<file path="src/rtl/systolic_pkg.sv">
// Shared types and constants for the systolic array feeder: FSM state encoding,
// default lane geometry and counter width.
package systolic_pkg;

  typedef enum logic [1:0] {
    IDLE   = 2'd0,
    LOAD   = 2'd1,
    STREAM = 2'd2,
    DRAIN  = 2'd3
  } feeder_state_t;

  localparam int DEFAULT_BIT_WIDTH = 16;
  localparam int DEFAULT_N         = 4;
  localparam int LANE_W            = DEFAULT_BIT_WIDTH;
  localparam int CNT_W             = 16;

  // Bit offset of lane 'lane' inside a packed row of 'width'-bit lanes.
  function automatic int lane_lsb(input int lane, input int width);
    return lane * width;
  endfunction

endpackage

</file>
<file path="src/rtl/systolic_feeder_skew_line.sv">
// Fixed-depth shift register used to delay one data lane by DEPTH cycles.
// Synchronous active-high reset flushes every stage to zero.
module skew_line #(
  parameter int bit_width = 16,
  parameter int DEPTH     = 1
) (
  input  logic                 clk,
  input  logic                 reset,
  input  logic [bit_width-1:0] shift_data,
  output logic [bit_width-1:0] tap
);

  logic [bit_width-1:0] stage [DEPTH];

  always_ff @(posedge clk) begin
    if (reset) begin
      for (int k = 0; k < DEPTH; k++) stage[k] <= '0;
    end else begin
      stage[0] <= shift_data;
      for (int k = 1; k < DEPTH; k++) stage[k] <= stage[k-1];
    end
  end

  assign tap = stage[DEPTH-1];

endmodule

</file>
<file path="src/rtl/systolic_feeder.sv">
// Weight/data feeder for an N x N systolic array: loads N weight rows, then streams
// skewed data vectors, then drains the skew lines. Optional FEEDER_STALL_COUNT_EN adds stall_cnt.
module systolic_feeder
  import systolic_pkg::*;
#(
  parameter int bit_width = DEFAULT_BIT_WIDTH,
  parameter int N         = DEFAULT_N
) (
  input  logic                   clk,
  input  logic                   reset,
  input  logic                   start,
  input  logic [CNT_W-1:0]       num_vec,
  input  logic                   wt_valid,
  output logic                   wt_ready,
  input  logic [N*bit_width-1:0] wt_in,
  input  logic                   dat_valid,
  output logic                   dat_ready,
  input  logic [N*bit_width-1:0] dat_in,
  output logic                   control,
  output logic [N*bit_width-1:0] wt_path_out,
  output logic [N*bit_width-1:0] data_out,
  output logic                   busy,
  output logic                   done,
  output feeder_state_t          fsm_state
`ifdef FEEDER_STALL_COUNT_EN
  ,
  output logic [CNT_W-1:0]       stall_cnt
`endif
);

  // Handshake: a beat is valid && ready in the same cycle; ready depends on state only.

  localparam int BEAT_W       = $clog2(N + 1);
  localparam int DRAIN_CYCLES = 2 * N;
  localparam int DRAIN_W      = (DRAIN_CYCLES > 1) ? $clog2(DRAIN_CYCLES) : 1;

  feeder_state_t state, state_next;

  logic [BEAT_W-1:0]  beat_cnt;
  logic [DRAIN_W-1:0] drain_cnt;
  logic [CNT_W-1:0]   num_vec_q;
  logic [CNT_W-1:0]   vec_cnt;

  logic wt_beat, dat_beat;
  logic last_wt, last_vec, drain_last;

  assign wt_beat    = (state == LOAD) && wt_valid;
  assign dat_beat   = (state == STREAM) && dat_valid;
  assign last_wt    = wt_beat && (beat_cnt == BEAT_W'(N - 1));
  assign last_vec   = dat_beat && (vec_cnt == (num_vec_q - CNT_W'(1)));
  assign drain_last = (state == DRAIN) && (drain_cnt == DRAIN_W'(DRAIN_CYCLES - 1));
  assign fsm_state  = state;

  always_comb begin
    state_next = state;
    wt_ready   = 1'b0;
    dat_ready  = 1'b0;
    busy       = 1'b1;
    done       = 1'b0;
    case (state)
      IDLE: begin
        busy = 1'b0;
        if (start) state_next = LOAD;
      end
      LOAD: begin
        wt_ready = 1'b1;
        if (last_wt) state_next = (num_vec_q != '0) ? STREAM : DRAIN;
      end
      STREAM: begin
        dat_ready = 1'b1;
        if (last_vec) state_next = DRAIN;
      end
      DRAIN: begin
        if (drain_last) begin
          done       = 1'b1;
          state_next = IDLE;
        end
      end
      default: state_next = IDLE;
    endcase
  end

  always_ff @(posedge clk) begin
    if (reset) begin
      state       <= IDLE;
      beat_cnt    <= '0;
      drain_cnt   <= '0;
      num_vec_q   <= '0;
      vec_cnt     <= '0;
      control     <= 1'b0;
      wt_path_out <= '0;
    end else begin
      state <= state_next;
      if ((state == IDLE) && start) num_vec_q <= num_vec;

      if (state == IDLE)  beat_cnt <= '0;
      else if (wt_beat)   beat_cnt <= beat_cnt + BEAT_W'(1);

      if (state == IDLE)  vec_cnt <= '0;
      else if (dat_beat)  vec_cnt <= vec_cnt + CNT_W'(1);

      if (state == DRAIN) drain_cnt <= drain_cnt + DRAIN_W'(1);
      else                drain_cnt <= '0;

      // The weight path is a one-cycle registered copy of each accepted row.
      control     <= wt_beat;
      wt_path_out <= wt_beat ? wt_in : '0;
    end
  end

  // Lane i is delayed 1+i cycles so the array sees a diagonal wavefront.
  for (genvar i = 0; i < N; i++) begin : g_lane
    logic [bit_width-1:0] lane_feed;
    assign lane_feed = dat_beat ? dat_in[lane_lsb(i, bit_width) +: bit_width] : '0;

    skew_line #(
      .bit_width(bit_width),
      .DEPTH    (1 + i)
    ) u_skew (
      .clk       (clk),
      .reset     (reset),
      .shift_data(lane_feed),
      .tap       (data_out[lane_lsb(i, bit_width) +: bit_width])
    );
  end

`ifdef FEEDER_STALL_COUNT_EN
  always_ff @(posedge clk) begin
    if (reset) begin
      stall_cnt <= '0;
    end else if ((state == IDLE) && start) begin
      stall_cnt <= '0;
    end else if ((state == STREAM) && !dat_valid && (stall_cnt != {CNT_W{1'b1}})) begin
      stall_cnt <= stall_cnt + CNT_W'(1);
    end
  end
`endif

endmodule

</file>
<file path="config.mk">
export PLATFORM = sky130hd
export DESIGN_NAME = systolic_feeder
export DESIGN_NICKNAME = d
export VERILOG_FILES = /design/src/rtl/systolic_pkg.sv /design/src/rtl/systolic_feeder_skew_line.sv /design/src/rtl/systolic_feeder.sv
export SDC_FILE = /design/constraint.sdc
export NUM_CORES = 1
export LEC_CHECK = 0
export ABC_AREA = 1
export CAP_MARGIN = 5
export CORE_MARGIN = 2
export CORE_UTILIZATION = 51
export CTS_BUF_LIST = sky130_fd_sc_hd__clkbuf_8
export DETAILED_ROUTE_END_ITERATION = 7
export PLACE_DENSITY_LB_ADDON = 0.1
export SKIP_LAST_GASP = 1
export SLEW_MARGIN = 0
export SYNTH_ARGS = -nofsm -noshare
export SYNTH_HDL_FRONTEND = slang
export SYNTH_SLANG_ARGS = --single-unit
</file>
<file path="constraint.sdc">
create_clock -name clk -period 2.9 [get_ports clk]
set_input_delay 0.58 -clock clk [delete_from_list [all_inputs] [get_ports clk]]
set_output_delay 0.58 -clock clk [all_outputs]
set_load 0.1 [all_outputs]
</file>
# Word level (Yosys, flattened, before mapping)
# Memories as Yosys holds them, arrays and structs flattened.
# Index checks and enable logic that the tools add are counted.
# totals
register_bits,105
mem_bits_rw,160
input_bits,149
out_inout_bits,135
word_cells,78
n_memories,4
# op_classes
add_sub_neg,4
eq_ne,10
n_mux,29
bitwise_logic,11
reduce_logical,13
# memory_table
memory,depth,word_bits,read_ports,rd_ports_with_merged_regs,wr,line,text
g_lane[3].u_skew.stage,4,16,4,0,4,systolic_feeder_skew_line.sv:13,logic [bit_width-1:0] stage [DEPTH];
g_lane[2].u_skew.stage,3,16,3,0,3,systolic_feeder_skew_line.sv:13,
g_lane[1].u_skew.stage,2,16,2,0,2,systolic_feeder_skew_line.sv:13,
g_lane[0].u_skew.stage,1,16,1,0,1,systolic_feeder_skew_line.sv:13,
# ops
op,count
2-to-1 mux 16 bit,14
"adder 16 x 1 -> 16 bit, second input constant",1
== test 16 bit,1
nonzero test 16 bit,1
OR reduction 16 bit,1
"subtractor 16 x 1 -> 16 bit, second input constant",1
2-to-1 mux 1 bit,10
bitwise OR 1 bit,9
2-to-1 mux 2 bit,4
"inequality test 2 bit, second input constant",4
one-hot mux 2 bit (4 select lines),1
"adder 3 x 1 -> 3 bit, second input constant",2
logical AND 1 bit,6
OR reduction 2 bit,3
"== test 2 bit, second input constant",2
AND reduction 4 bit,1
"== test 3 x 2 -> 1 bit, second input constant",1
"== test 3 bit, second input constant",1
"== test 2 x 1 -> 1 bit, second input constant",1
zero test 2 bit,1
NOT 1 bit,2

# Logic depth before layout (Yosys ltp)
# Gate-level depths: netlist (run 1).
# logic_depth
ltp_word,5
ltp_mapped,15
ltp_nobuf,15

# Hierarchy
# A second synthesis (run 1) with hierarchy kept.
# hier_totals
hier_cells,1237
hier_area_um2,9618.0
# by_module_without_submodules
module,n_inst,cells_per_inst,area_per_inst_um2,seq_area_each_um2
systolic_feeder,1,708,4783.3,2102.0
skew_line at g_lane[3].u_skew,1,199,1840.5,1281.2
skew_line at g_lane[2].u_skew,1,165,1485.2,960.9
skew_line at g_lane[1].u_skew,1,115,1034.7,640.6
skew_line at g_lane[0].u_skew,1,50,474.2,320.3

# Worst setup path before layout (run 1)
# Ideal clock, no wire load.
# synth_path
path_type,flip-flop to flip-flop
startpoint,reg state[1] (netlist: fsm_state[1])
endpoint,reg vec_cnt[15]
setup_ns,0.118
arrival_time_ns,3.199
required_time_ns,2.782
slack_ns,-0.416
path_stages_with_launch,13
path_buffers,0
synth_period_minus_slack_ns,3.316
cell_sequence,dfxtp_1 > ha_1 > nand2_2 > inv_2 > nand2_1 > nor2_2 > nand3_2 > nor3_2 > nand2_1 > nor2_2 > nand4_1 > o21ai_1 > a21oi_1
# synth_via
elab_chain_cells,2
elab_cells_between_ends,4
# synth_rtl
element,line,text
start: declaration,systolic_feeder.sv:37,"feeder_state_t state, state_next;"
start signal: assignment,systolic_feeder.sv:93,state <= state_next;
== test 2 bit or zero test 2 bit (tied branches),"systolic_feeder.sv:48, systolic_feeder.sv:99",
logical AND 1 bit or OR reduction 2 bit (tied branches),-,
end signal: assignment,systolic_feeder.sv:100,else if (dat_beat) vec_cnt <= vec_cnt + CNT_W'(1);
end: declaration,systolic_feeder.sv:42,logic [CNT_W-1:0] vec_cnt;
# Several ways; a longest one is shown, not always the timed one.
# A chain may end at the register's enable or synchronous reset.

# Final worst setup path (run 1)
# layout_path
startpoint,reg state[0] (netlist: fsm_state[0])
endpoint,out busy
# layout_via
elab_chain_cells,2
# layout_rtl
element,line,text
zero test 2 bit,systolic_feeder.sv:60,case (state)
2-to-1 mux 1 bit,systolic_feeder.sv:60,
end: declaration,systolic_feeder.sv:22,"output logic busy,"
# Every way passes these cells.

==> metrics.md, run 1 <==
| Metric | Value |
|---|---|
| Top library cells by usage in the layout, fill and taps aside | `288 x sky130_fd_sc_hd__inv_1, 267 x sky130_fd_sc_hd__nor2_1, 263 x sky130_fd_sc_hd__dfxtp_1, 147 x sky130_fd_sc_hd__clkdlybuf4s50_1, 143 x sky130_fd_sc_hd__buf_4` |
| Portion of synthesized cell area occupied by the leading cell type | `59.6%` |
| Post-synthesis net count | `approximately 1.2k` |
| Critical path launch point type | `flip-flop` |
| Synthesized-area fraction occupied by adder cells | `approximately 1.5%` |
| Setup tns final | `0 ps` |
| Average wire per cell in the routed design | `11.8 um` |
| Global router's overall resource usage | `20.3%` |
| Synthesized area divided by synthesized cell count | `8.20 um^2` |
| CTS root buf | `sky130_fd_sc_hd__clkbuf_8` |
| Setup-violating endpoint count in the final report | `0` |
| Vias per std cell | `approximately 4.2` |
| Fraction of the mapped netlist area in compound gates | `under 10%` |
| Clock latency on the worst-skew pair | `around 540 ps` |
| Highest attainable clock frequency | `0.438 GHz` |
| Mux share of post-synthesis cell area | `0%` |
| Std cell rows | `between 40 and 50` |
| Flip-flop cell with the highest count after synthesis | `sky130_fd_sc_hd__dfxtp_1` |
| Post-synthesis sequential element count | `265` |
| Worst Hold Margin | `393 ps` |
| Routability cong. | `0.844` |
| Outcome | `completed` |
| Max Cap Viol | `0` |
| Category of the critical setup timing path | `flip-flop to primary output` |
| Critical path capture point type | `primary output` |
| Cells traversed along the worst timing path | `inv_1 > ha_1 > inv_1 > buf_4` |
| Required time of the critical path | `2320 ps` |
| Slew Limit Headroom | `29.6%` |
| Number of buffers on the longest clock path | `3` |
| Post-synthesis xor/xnor area fraction | `1.08%` |
| Number of synthesized flops with an enable pin | `0` |
| Largest family of logic cells by synthesized area | `simple AND/OR/NAND/NOR gates` |
| Total I/O pin count | `284` |
| Cell repeated most along the worst path | `sky130_fd_sc_hd__inv_1` |
| Drt initial violations | `~290` |
| Fraction of layout instances using a drive strength above 1 | `16.9%` |
| Min-Delay Path Class | `flip-flop to flip-flop` |
| Worst Skew | `19.6 ps` |
| Ys async rst share | `0%` |
| Sequential cell area | `5310 um^2` |
| Die Y-Extent | `between 100 and 150 um` |
| Count of nets after finishing | `1518` |
| Port Buf Inserts | `approximately 280` |
| Die width | `136 um` |
| Unrepaired setup endpoints after global routing | `no` |
| TritonCTS Sinks | `265` |
| Most frequent standard cell in the layout excluding fill and tap cells | `sky130_fd_sc_hd__inv_1` |
| Total leakage power | `0.00592 uW` |
| Post-Syn Area | `8900 um^2` |
| Power per Cell Area | `779 nW/um^2` |
| Area of the die | `18500 um^2` |
| Delay of the slowest critical-path stage | `390 ps` |
| Final cycle utilization of the critical path | `78.7%` |
| Number of library cell types mapped by synthesis | `31` |
| Simple-gate share of the synthesized area | `roughly 18%` |
| Slowest-stage cell, CP | `sky130_fd_sc_hd__dfxtp_2` |
| Hold buffer count at cts | `0` |
| Largest net degree at the start of global routing | `72` |
| Final min period | `2280 ps` |
| Total routed wirelength | `19100 um` |
| Actual slew at the worst max-slew pin | `around 1100 ps` |
| Post-CTS Resized | `0` |
| Area of the multi-input gates | `~2200 um^2` |
| Number of nets with antenna violations after routing | `0` |
| Post-Syn Instances | `1085` |
| Peak supply drop | `479 uV` |
| Core Footprint | `around 17000 um^2` |
| Vias in the first global route | `approximately 6.4k` |
| Dpl hpwl | `13800 um` |
| Post-synthesis cell type with the largest combined area | `sky130_fd_sc_hd__dfxtp_1` |
| Sequential element share of the synthesized area | `59.6%` |
| Synthesis-to-finish area growth | `38.0%` |
| Clock buffer count from CTS | `42` |
| Total congestion overflow after global routing | `0` |
| Highest fanout seen on the critical path | `6` |
| Number of failing hold endpoints at the final stage | `0` |
| Effective utilization at floorplan | `51.8%` |
| Antenna violations before repair | `0` |
| Synth area leaders | `sky130_fd_sc_hd__dfxtp_1 60%, sky130_fd_sc_hd__inv_1 12%, sky130_fd_sc_hd__nor2_1 11%` |
| Setup Fix Bufs, Post-CTS | `0` |
| Global-route wire length before repair | `30000 um` |
| Diodes inserted | `0` |
| Drt pass-1 iters | `5` |
| Fill cell total of the finished layout | `1376` |
| Endpoint arrival time on the critical path | `1700 ps` |
| Total of warnings raised by yosys | `0` |
| CTS clock-pin slew for the worst setup and hold paths | `60 ps` |
| Clock tree from TritonCTS | `done` |
| Number of vias after detailed routing | `around 6.8k` |
| Number of slew-limit violations in the final report | `0` |
| # DRC | `0` |
| Deepest level of the CTS H-tree | `2` |
## worst max-delay path: cells and delay by family (launching register included)
family                     cells  cell delay [ps]
DFF                            1              390
buffers and inverters          3              490
adders and majority gates      1              300
## power by group
group,switching (uW),internal (uW),total [uW]
Clock,1400,1830,3220
Sequential,128,3860,3980
Combinational,1670,698,2360
## final cells by class
| cell class | count | share of cell area [%] |
|---|---|---|
| Clock buffer | 56 | 6.27 |
| Timing Repair Buffer | 290 | 20.7 |
| Inverter | 280 | 8.56 |
| Sequential cell | 265 | 43.2 |
| Tap cell | 225 | 2.29 |
| Clock inverter | 20 | 1.03 |
| Multi-Input combinational cell | 479 | 17.9 |
## cell families (layout without fill, tap and decap cells)
family          count (synthesis)  count (layout)
buf+inv                       341             646
flops                         265             265
compound gates                 63              63
fa+ha+maj                      11              11
xor+xnor                       11              11
simple gates                  394             394
## Yosys cell counts (2+ instances only)
master,instances
sky130_fd_sc_hd__nand3_1,21
sky130_fd_sc_hd__nand3b_1,5
sky130_fd_sc_hd__nand2_1,74
sky130_fd_sc_hd__a211oi_1,2
sky130_fd_sc_hd__buf_1,3
sky130_fd_sc_hd__ha_1,11
sky130_fd_sc_hd__a21oi_1,28
sky130_fd_sc_hd__o21ai_0,27
sky130_fd_sc_hd__nor2_4,4
sky130_fd_sc_hd__clkbuf_1,26
sky130_fd_sc_hd__nor2_2,6
sky130_fd_sc_hd__xnor2_1,5
sky130_fd_sc_hd__inv_2,6
sky130_fd_sc_hd__nand2_2,4
sky130_fd_sc_hd__dfxtp_1,265
sky130_fd_sc_hd__nor3_2,2
sky130_fd_sc_hd__nand4_1,5
sky130_fd_sc_hd__buf_4,32
sky130_fd_sc_hd__nor2_1,267
sky130_fd_sc_hd__o21ai_1,3
sky130_fd_sc_hd__inv_1,274
sky130_fd_sc_hd__xor2_1,6
## layer usage
layer  routed length (um)  GRT usage (%)  vias to the layer above  part of all wire, %
li1                     -              -                     3629                    -
met3                 1740           8.65                       36                  9.1
met1                 7220           21.7                     2961                   38
met2                 9590           35.7                      217                   50
met5                    0              0                        -                    0
met4                  559           7.52                        0                  2.9
## stage by stage
stage          util, %  total power (uW)  instance area, um^2  std cells  worst slack [ps]
2_1_floorplan        -              5800                 8910       1085               272
3_3_place_gp      66.3              6400                11400       1539               539
3_5_place_dp      66.3              6430                11400       1539               519
4_1_cts           71.5              9690                12300       1615               590
5_1_grt           71.5             10100                12300       1615               512
6_report          71.5              9570                12300       1615               618
## worst paths after layout
path	from	end	slack (ps)	cells past startpoint
worst min register to register	g_lane[3].u_skew.stage[0][13]	g_lane[3].u_skew.stage[1][13]	390	2
worst min-delay path	g_lane[3].u_skew.stage[0][13]	g_lane[3].u_skew.stage[1][13]	390	2
worst max register to register	fsm_state[0]	vec_cnt[15]	840	13
worst max-delay path	fsm_state[0]	busy	620	4
## sequential cells by signal, summed over array words and instances (netlist names)
register	count
num_vec_q	16
vec_cnt	16
fsm_state	2
beat_cnt	3
wt_path_out	64
control	1
drain_cnt	3
g_lane.u_skew.stage	160
Note: power is estimated with default switching activity, not from simulation.
==> run 2, diff against run 1 <==
Settings changed: CORE_UTILIZATION 51 to 48.
Clock period 2.9 ns to 2.21 ns, I/O delays scaled along.
==> run 2 against run 1 <==
Against the previous run:
- utilization fell by 3.3 points
- non-clock buffer count increased by 4
- critical path type unchanged
- final area rose by 0.40%
- the run now ends with DRC left
- cell count increased by 0.37%
- clock skew decreased by 7.0 ps
- sequential share of layout area is 0.13 points lower
- largest power group unchanged
==> metrics.md, run 2 (synthesis gave the netlist of run 1 again) <==
| Metric | Value |
|---|---|
| Worst Reg2Reg Path Length in Cells | `13 (unchanged)` |
| Hold path startpoint | `reset (was g_lane[3].u_skew.stage[0][13])` |
| Clock buffer count from CTS | `43 (was 42)` |
| Global-route wire length before repair | `31400 um (was 30000 um)` |
| Hold path endpoint | `vec_cnt[13] (was g_lane[3].u_skew.stage[1][13])` |
| Reg2Reg Capture Point | `vec_cnt[15] (unchanged)` |
| R2R Path Start | `fsm_state[0] (unchanged)` |
| Highest fanout seen on the critical path | `6 (unchanged)` |
| Category of the critical setup timing path | `flip-flop to primary output (unchanged)` |
| Fill cell total of the finished layout | `1510 (was 1376)` |
| Number of slew-limit violations in the final report | `0 (unchanged)` |
| Peak supply drop | `585 uV (was 479 uV)` |
| Final cycle utilization of the critical path | `95.1%` |
| Total congestion overflow after global routing | `0 (unchanged)` |
| CTS clock-pin slew for the worst setup and hold paths | `60 ps (about the same)` |
| Area of the die | `19600 um^2 (was 18500 um^2)` |
| Total I/O pin count | `284 (unchanged)` |
| Worst Skew | `12.6 ps (was 19.6 ps)` |
| Largest net degree at the start of global routing | `65 (was 72)` |
| Number of failing hold endpoints at the final stage | `0 (unchanged)` |
| Drt pass-1 iters | `8 (was 5)` |
| Required time of the critical path | `1770 ps (was 2320 ps)` |
| Number of nets with antenna violations after routing | `0 (unchanged)` |
| Flop2flop setup slack | `250 ps (was 840 ps)` |
| Number of flip-flops in the largest register | `160 (unchanged)` |
| Power per Cell Area | `1010 nW/um^2 (was 779 nW/um^2)` |
| Std cell rows | `49 (was 48)` |
| Slew Limit Headroom | `58.0% (was 29.6%)` |
| Critical path launch point type | `flip-flop (unchanged)` |
| Drt initial violations | `293 (was 291)` |
| Die Y-Extent | `140 um (was 136 um)` |
| Total routed wirelength | `19100 um (about the same)` |
| Highest attainable clock frequency | `0.476 GHz` |
| Setup-violating endpoint count in the final report | `0 (unchanged)` |
| Top library cells by usage in the layout, fill and taps aside | `286 x sky130_fd_sc_hd__inv_1, 267 x sky130_fd_sc_hd__nor2_1, 263 x sky130_fd_sc_hd__dfxtp_1, 147 x sky130_fd_sc_hd__clkdlybuf4s50_1, 141 x sky130_fd_sc_hd__buf_4 (was 288 x sky130_fd_sc_hd__inv_1, 267 x sky130_fd_sc_hd__nor2_1, 263 x sky130_fd_sc_hd__dfxtp_1, 147 x sky130_fd_sc_hd__clkdlybuf4s50_1, 143 x sky130_fd_sc_hd__buf_4)` |
| Largest registers ranked by flip-flop count | `g_lane.u_skew.stage x160, wt_path_out x64 (unchanged)` |
| # DRC | `10 (was 0)` |
| Violated checks | `DRC` |
| Min-Delay Path Class | `primary input to flip-flop (was flip-flop to flip-flop)` |
| Outcome | `finished, violations left (was completed)` |
| Synthesis-to-finish area growth | `38.5% (was 38.0%)` |
| Endpoint arrival time on the critical path | `1660 ps (was 1700 ps)` |
| Depth of the worst hold-timing path | `4 (was 2)` |
| Fraction of layout instances using a drive strength above 1 | `17.3% (was 16.9%)` |
| PnR Total Power | `12400 uW (was 9570 uW)` |
| Effective utilization at floorplan | `49.2% (was 51.8%)` |
| Core Footprint | `18100 um^2 (was 17200 um^2)` |
| Antenna violations before repair | `1 (was 0)` |
| Startpoint of the worst setup timing path | `fsm_state[0] (unchanged)` |
| Vias in the first global route | `6721 (was 6437)` |
| Number of buffers on the longest clock path | `3 (unchanged)` |
| Total leakage power | `0.00592 uW (about the same)` |
| CTS root buf | `sky130_fd_sc_hd__clkbuf_8 (unchanged)` |
| TritonCTS Sinks | `265 (unchanged)` |
| Global router's overall resource usage | `19.7% (was 20.3%)` |
| Max Cap Viol | `0 (unchanged)` |
| Routability cong. | `0.812 (was 0.844)` |
| Most frequent standard cell in the layout excluding fill and tap cells | `sky130_fd_sc_hd__inv_1 (unchanged)` |
| Average wire per cell in the routed design | `11.8 um (about the same)` |
| Unrepaired setup endpoints after global routing | `no (unchanged)` |
| Number of vias after detailed routing | `6841 (was 6843)` |
| Top reg by flops | `g_lane.u_skew.stage (unchanged)` |
| Clock tree from TritonCTS | `done (unchanged)` |
| Port Buf Inserts | `283 (unchanged)` |
| Die width | `140 um (was 136 um)` |
| Count of nets after finishing | `1523 (was 1518)` |
| Vias per std cell | `4.22 (was 4.24)` |
| Dpl hpwl | `13700 um (was 13800 um)` |
| Deepest level of the CTS H-tree | `2 (unchanged)` |
| Critical path capture point type | `primary output (unchanged)` |
| Setup tns final | `0 ps (unchanged)` |
| Clock latency on the worst-skew pair | `530 ps (was 540 ps)` |
| Actual slew at the worst max-slew pin | `630 ps (was 1060 ps)` |
| Final min period | `about 2100 ps` |
-- run 2: final cells by class --
class	count	area, um^2	share of cell area, %
Tap cell	229	287	2.32
Clock buffer	51	702	5.69
Clock inverter	22	103	0.832
Multi-Input combinational cell	479	2220	18.0
Timing Repair Buffer	294	2650	21.5
Sequential cell	265	5310	43.1
Antenna cell	1	2.50	0.0203
Inverter	280	1050	8.55
-- run 2: metrics by stage --
| step | utilization, % | cell area (um^2) | hold slack (ps) | instances | worst slack (ps) |
|---|---|---|---|---|---|
| 2_1_floorplan | - | 8930 | 388 | 1085 | 12.8 |
| 3_5_place_dp | 63.7 | 11500 | 392 | 1547 | 27.2 |
| 5_1_grt | 68.2 | 12300 | 374 | 1620 | 12.4 |
| 6_report | 68.2 | 12300 | 362 | 1621 | 108 |
| 3_3_place_gp | 63.7 | 11500 | 388 | 1547 | 45.8 |
| 4_1_cts | 68.1 | 12300 | 329 | 1620 | 68.9 |
-- run 2: how the worst max path moves through the flow --
stage | end | slack [ps] | cells past startpoint
final | busy | 110 | 4
after global placement | vec_cnt[15] | 50 | 12
after detailed placement | vec_cnt[15] | 30 | 12
after CTS | busy | 70 | 4
after floorplan | vec_cnt[15] | 10 | 13
after global routing | busy | 10 | 4
-- run 2: worst max-delay path, cell delays in order, from the launching register on --
cell                         delay (ps)
sky130_fd_sc_hd__dfxtp_4            360
sky130_fd_sc_hd__inv_1              140
sky130_fd_sc_hd__ha_2               310
sky130_fd_sc_hd__clkinvlp_4         140
sky130_fd_sc_hd__buf_12             180
-- run 2: metal layers --
layer	wire length (um)	GRT usage, %	vias up
li1	-	-	3627
met1	7530	21.3	2985
met2	9590	35.5	186
met3	1430	6.60	43
met4	565	7.87	0
met5	0	0	-
-- run 2: timing repair --
action / in CTS / in global routing
hold buffers: 0 / 0
resized for setup: 1 / 1
setup endpoints to repair: 1 / 1
setup buffers: 0 / 0
-- run 2: power by group --
group / switching (uW) / total, uW / leakage [uW] / internal, uW
clock: 1810 / 3910 / 0.000470 / 2090
combinational: 2230 / 3280 / 0.00330 / 1050
sequential: 172 / 5240 / 0.00214 / 5070
==> run 3, diff against run 2 <==
==> constraint.sdc (replaced) <==
create_clock -name clk -period 2.21 [get_ports clk]
set_input_delay 0.663 -clock clk [delete_from_list [all_inputs] [get_ports clk]]
set_output_delay 0.663 -clock clk [all_outputs]
set_load 0.1 [all_outputs]
==> run 3 against run 2 <==
Against the previous run:
- the run still ends with DRC left
- die area stayed put
- power about the same
- maximum frequency shrank 3.2%
- register-to-register slack worse by 30 ps
- first-iteration DRC count is 3.4% lower
==> metrics.md, run 3 (synthesis gave the netlist of run 1 again) <==
| Metric | Value |
|---|---|
| Final core utilization | `68.4% (was 68.2%)` |
| Required time of the critical path | `1550 ps (was 1770 ps)` |
| Antenna violations before repair | `2 (was 1)` |
| Category of the critical setup timing path | `flip-flop to primary output (unchanged)` |
| Global-route wire length before repair | `31500 um (was 31400 um)` |
| Average wire per cell in the routed design | `11.9 um (was 11.8 um)` |
| Final min period | `2170 ps (was 2100 ps)` |
| Total congestion overflow after global routing | `0 (unchanged)` |
| Clock power share | `30.9% (was 31.4%)` |
| Largest net degree at the start of global routing | `65 (unchanged)` |
| Share of total power in combinational logic | `26.9% (was 26.4%)` |
| Setup slack at placement | `-202 ps (was 27.2 ps)` |
| Number of failing hold endpoints at the final stage | `0 (unchanged)` |
| Std cell rows | `49 (unchanged)` |
| CTS clock-pin slew for the worst setup and hold paths | `70 ps (was 60 ps)` |
| Die width | `140 um (unchanged)` |
| TritonCTS Sinks | `265 (unchanged)` |
| Dpl hpwl | `14000 um (was 13700 um)` |
| Actual slew at the worst max-slew pin | `622 ps (was 630 ps)` |
| Number of vias after detailed routing | `6922 (was 6841)` |
| Proportion of total power due to net switching | `34.1% (was 33.9%)` |
| Setup-violating endpoint count in the final report | `0 (unchanged)` |
| Clock buffer count from CTS | `43 (unchanged)` |
| Fraction of layout instances using a drive strength above 1 | `17.4% (was 17.3%)` |
| Slew Limit Headroom | `58.5% (was 58.0%)` |
| Area of the die | `19600 um^2 (unchanged)` |
| Die Y-Extent | `140 um (unchanged)` |
| Max Cap Viol | `0 (unchanged)` |
| Most frequent standard cell in the layout excluding fill and tap cells | `sky130_fd_sc_hd__inv_1 (unchanged)` |
| Post-Layout Inst Area | `12400 um^2 (was 12300 um^2)` |
| Sequential cell area | `5310 um^2 (about the same)` |
| Min-Delay Path Class | `primary input to flip-flop (unchanged)` |
| Vias per std cell | `4.26 (was 4.22)` |
| Cell area after placement | `11600 um^2 (was 11500 um^2)` |
| Critical path capture point type | `primary output (unchanged)` |
| Clock latency on the worst-skew pair | `530 ps (about the same)` |
| Setup tns final | `0 ps (unchanged)` |
| Top library cells by usage in the layout, fill and taps aside | `290 x sky130_fd_sc_hd__inv_1, 267 x sky130_fd_sc_hd__nor2_1, 262 x sky130_fd_sc_hd__dfxtp_1, 147 x sky130_fd_sc_hd__clkdlybuf4s50_1, 144 x sky130_fd_sc_hd__buf_4 (was 286 x sky130_fd_sc_hd__inv_1, 267 x sky130_fd_sc_hd__nor2_1, 263 x sky130_fd_sc_hd__dfxtp_1, 147 x sky130_fd_sc_hd__clkdlybuf4s50_1, 141 x sky130_fd_sc_hd__buf_4)` |
| Violated checks | `DRC (unchanged)` |
| # DRC | `12 (was 10)` |
| Outcome | `finished, violations left (unchanged)` |
| Endpoint arrival time on the critical path | `1510 ps (was 1660 ps)` |
| Peak supply drop | `676 uV (was 585 uV)` |
| Effective utilization at floorplan | `49.2% (unchanged)` |
| Vias in the first global route | `6738 (was 6721)` |
| Setup Fix Bufs, Post-CTS | `0 (unchanged)` |
| Largest registers ranked by flip-flop count | `g_lane.u_skew.stage x160, wt_path_out x64 (unchanged)` |
| Internal portion of total power | `8200 uW (was 8210 uW)` |
| Power per Cell Area | `1010 nW/um^2 (about the same)` |
| Total I/O pin count | `284 (unchanged)` |
| Total routed wirelength | `19400 um (was 19100 um)` |
| Highest attainable clock frequency | `0.461 GHz (was 0.476 GHz)` |
| Drt initial violations | `283 (was 293)` |
| Drt pass-1 iters | `8 (unchanged)` |
| Total leakage power | `0.00595 uW (was 0.00592 uW)` |
| Worst Skew | `19.8 ps (was 12.6 ps)` |
| Psw | `4240 uW (was 4220 uW)` |
| Number of nets with antenna violations after routing | `0 (unchanged)` |
| Highest fanout seen on the critical path | `6 (unchanged)` |
| Critical path launch point type | `flip-flop (unchanged)` |
| Number of buffers on the longest clock path | `3 (unchanged)` |
| Clock tree from TritonCTS | `done (unchanged)` |
| Final worst slack | `38.8 ps (was 108 ps)` |
| Deepest level of the CTS H-tree | `2 (unchanged)` |
| Port Buf Inserts | `283 (unchanged)` |
| CTS root buf | `sky130_fd_sc_hd__clkbuf_8 (unchanged)` |
| Sequential Power Share | `42.1% (about the same)` |
| Number of slew-limit violations in the final report | `0 (unchanged)` |
| Routability cong. | `0.821 (was 0.812)` |
| Synthesis-to-finish area growth | `39.0% (was 38.5%)` |
| Top reg by flops | `g_lane.u_skew.stage (unchanged)` |
| Core Footprint | `18100 um^2 (unchanged)` |
| Fill cell total of the finished layout | `1503 (was 1510)` |
| Count of nets after finishing | `1527 (was 1523)` |
| Area of the multi-input gates | `2230 um^2 (was 2220 um^2)` |
| Unrepaired setup endpoints after global routing | `yes (was no)` |
| Number of flip-flops in the largest register | `160 (unchanged)` |
| Final cycle utilization of the critical path | `98.2% (was 95.1%)` |
| Global router's overall resource usage | `19.7% (about the same)` |
[run 3: path summary, 6_finish.rpt]
kind | end | from | slack, ps | cells past startpoint
worst max-delay path | wt_ready | fsm_state[1] | 40 | 3
worst min-delay path | control | reset | 380 | 2
worst max register to register | fsm_state[0] | num_vec_q[0] | 220 | 13
worst min register to register | g_lane[3].u_skew.stage[3][15] | g_lane[3].u_skew.stage[2][15] | 390 | 2
[run 3: power groups by stage]
stage          clock network (uW)  registers [uW]  logic [uW]
6_report                     3850            5240        3350
5_1_grt                      4210            5270        3640
4_1_cts                      3980            5240        3340
3_5_place_dp                    0            5340        3320
3_3_place_gp                    0            5340        3280
2_1_floorplan                   0            6070        1590
[run 3: cell type report]
type	count	share of cell area, %
Tap cell	229	2.32
Multi-Input combinational cell	479	18.0
Inverter	280	8.53
Sequential cell	265	43.0
Clock inverter	23	0.809
Antenna cell	1	0.0202
Timing Repair Buffer	298	21.8
Clock buffer	50	5.56
[run 3: per-stage QoR]
| stage | power (uW) | cells | hold WS (ps) |
|---|---|---|---|
| 2_1_floorplan | 7660 | 1085 | 388 |
| 3_3_place_gp | 8610 | 1551 | 388 |
| 3_5_place_dp | 8660 | 1551 | 392 |
| 4_1_cts | 12600 | 1624 | 353 |
| 5_1_grt | 13100 | 1624 | 371 |
| 6_report | 12400 | 1625 | 385 |
[run 3: routing by layer]
metal | vias to the layer above | share of wire [%] | track usage (%)
li1 | 3642 | - | -
met1 | 3035 | 39 | 21.3
met2 | 197 | 50 | 35.3
met3 | 46 | 7.2 | 6.67
met4 | 2 | 3.2 | 8.40
met5 | - | 0.067 | 0
[run 3: critical path, stage by stage (launching register included)]
cell,delay [ps]
sky130_fd_sc_hd__dfxtp_4,370
sky130_fd_sc_hd__inv_1,120
sky130_fd_sc_hd__ha_2,280
sky130_fd_sc_hd__buf_12,200
[run 3: repair_timing]
item	CTS	global route
hold buffers	0	0
pin swaps	0	1
gates resized for setup	4	3
gates cloned	0	0
setup endpoints to repair	2	2
==> RTL edit (flow settings as in run 2) <==
The option `FEEDER_STALL_COUNT_EN` is turned on by a define.
--- a/src/rtl/systolic_feeder.sv
+++ b/src/rtl/systolic_feeder.sv
@@ -1,5 +1,7 @@
 // Weight/data feeder for an N x N systolic array: loads N weight rows, then streams
 // skewed data vectors, then drains the skew lines. Optional FEEDER_STALL_COUNT_EN adds stall_cnt.
+`define FEEDER_STALL_COUNT_EN
+
 module systolic_feeder
   import systolic_pkg::*;
 #(
Behaviour (old outputs only; new: stall_cnt): unchanged (equiv_simple and equiv_induct, registers matched by name and starting in step).
==> RTL edit against run 2 <==
  * The run now ends clean
  * Setup slack improved by 0.036 ns
  * Area after synthesis up 11%
  * Routed wire length increased by 17%
  * Final area grew 8.8%
  * Power rose by 7.9%
  * Core utilization down 1.6 points
  * Sequential share of layout area is 1.1 points lower
  * Sequential cell count rose by 16
  * Die area grew 10%
  * Critical path type unchanged
  * Largest power group unchanged
  * Highest routed layer unchanged
==> RTL edit: results (changes against run 2) <==
Place
  – DP Area: 0.0125 mm2 (+8.6%)
  – Placed cell count: 1,712 (+11%)
  – DP HPWL: 16,600 um (+21%)
  – Dpl ws: 0.0356 ns (+0.00844 ns)
  – GP Congestion: 0.862 (+6.1%)
  – I/O Buffers: 299 (+5.7%)

Drt
  – Met3 routed wirelength: 1880 um (+31%)
  – Post-Route M1 WL: 9320 um (+24%)
  – Via density per instance: 4.31 (+2.2%)
  – Detailed Routing Iterations Pass 1: 5 (-3)
  – Initial DRC count: 258 (-12%)
  – Wire length on met2: 10,700 um (+12%)

Power
  – LEAKAGE: 6.33 nW (+6.9%)
  – Max VDD drop: 0.000498 V (-15%)
  – PwrDens: 1000 mW/mm2 (-0.82%)

Global routing
  – GRT Overall Usage: 20.5% (+0.78 points)
  – Global-route wire length before repair: 35,700 um (+14%)
  – Initial antenna violation count: 0 (-1)
  – Largest net degree at the start of global routing: 76 (+17%)
  – Vias in the first global route: 7,357 (+9.5%)

Yosys
  – Xor-xnor portion of the synthesized cell area: 1.33% (+0.25 points)
  – Mapped Avg Cell Area: 8.15 um2 (-0.66%)
  – Adder-cell share of the synthesized area: 1.53% (-0.021 points)
  – Post-synthesis sequential area ratio: 57.1% (-2.5 points)
  – Commonest cells in the netlist: 284 x nor2_1, 281 x dfxtp_1, 279 x inv_1
  – Post-synthesis net count: 1,369 (+10%)
  – Main area contributors after synthesis: dfxtp_1 57%, nor2_1 11%, inv_1 11%, buf_4 3.7%, nand2_1 3.2%
  – Synth Area in Compound Gates: 4.09% (+0.40 points)

Finish
  – Fill count: 1,720 (+14%)

STA
  – Clock skew: 0.00988 ns (-0.00269 ns)

Clock tree
  – CTS buffer count: 47 (+9.3%)

Status
  – Status: finished, final reports clean

Worst setup path
  – Worst EP arrival: 1.62 ns (-0.04 ns)
  – Critical path peak fanout: 7 (+1)
[RTL edit: cell types whose count changed in the layout (fill, tap and decap cells not counted), sizes merged, moves of 3 or more]
| cell | delta |
|---|---|
| a21oi | +7 |
| buf | +17 |
| clkbuf | +4 |
| dfxtp | +16 |
| inv | +12 |
| nand2 | +15 |
| nand3 | +4 |
| nand4 | +5 |
| nor2 | +19 |
| nor3 | +10 |
| nor4 | +4 |
| o21a | +3 |
| or2 | +3 |
| xnor2 | +4 |
[RTL edit: where the power goes]
| part | internal [mW] | switching, mW | leakage, nW |
|---|---|---|---|
| clock | 2.38 | 1.96 | 0.535 |
| sequential | 5.36 | 0.186 | 2.27 |
| combinational | 1.11 | 2.42 | 3.52 |
[RTL edit: final timing paths]
check / start / end / slack, ns / depth (start not counted)
worst max-delay path: fsm_state[0] / busy / 0.14 / 4
worst max register to register: num_vec_q[0] / fsm_state[1] / 0.29 / 13
worst min register to register: g_lane[3].u_skew.stage[0][29] / g_lane[3].u_skew.stage[0][45] / 0.40 / 2
worst min-delay path: reset / control / 0.14 / 2
[RTL edit: area by class of cell]
type	instances	area share (%)
Tap cell	270	2.52
Clock buffer	55	5.64
Multi-Input combinational cell	561	20.0
Inverter	289	8.11
Timing Repair Buffer	311	20.6
Clock inverter	27	1.12
Sequential cell	281	42.0
[RTL edit: worst max-delay path, delay by kind of cell, from the launching register on]
kind       cells  cell delay (ns)
flops          1             0.37
buf+inv        3             0.46
fa+ha+maj      1             0.25
[RTL edit: timing repair]
action / 4_1_cts / 5_1_grt
buffers inserted: 0 / 0
resized for setup: 0 / 1
endpoints found under the setup margin: 0 / 1
[RTL edit: layer usage]
metal	vias to the layer above	GRT usage, %
met5	-	0
met4	0	6.30
met3	45	7.89
met2	211	34.9
met1	3431	23.9
li1	4052	-
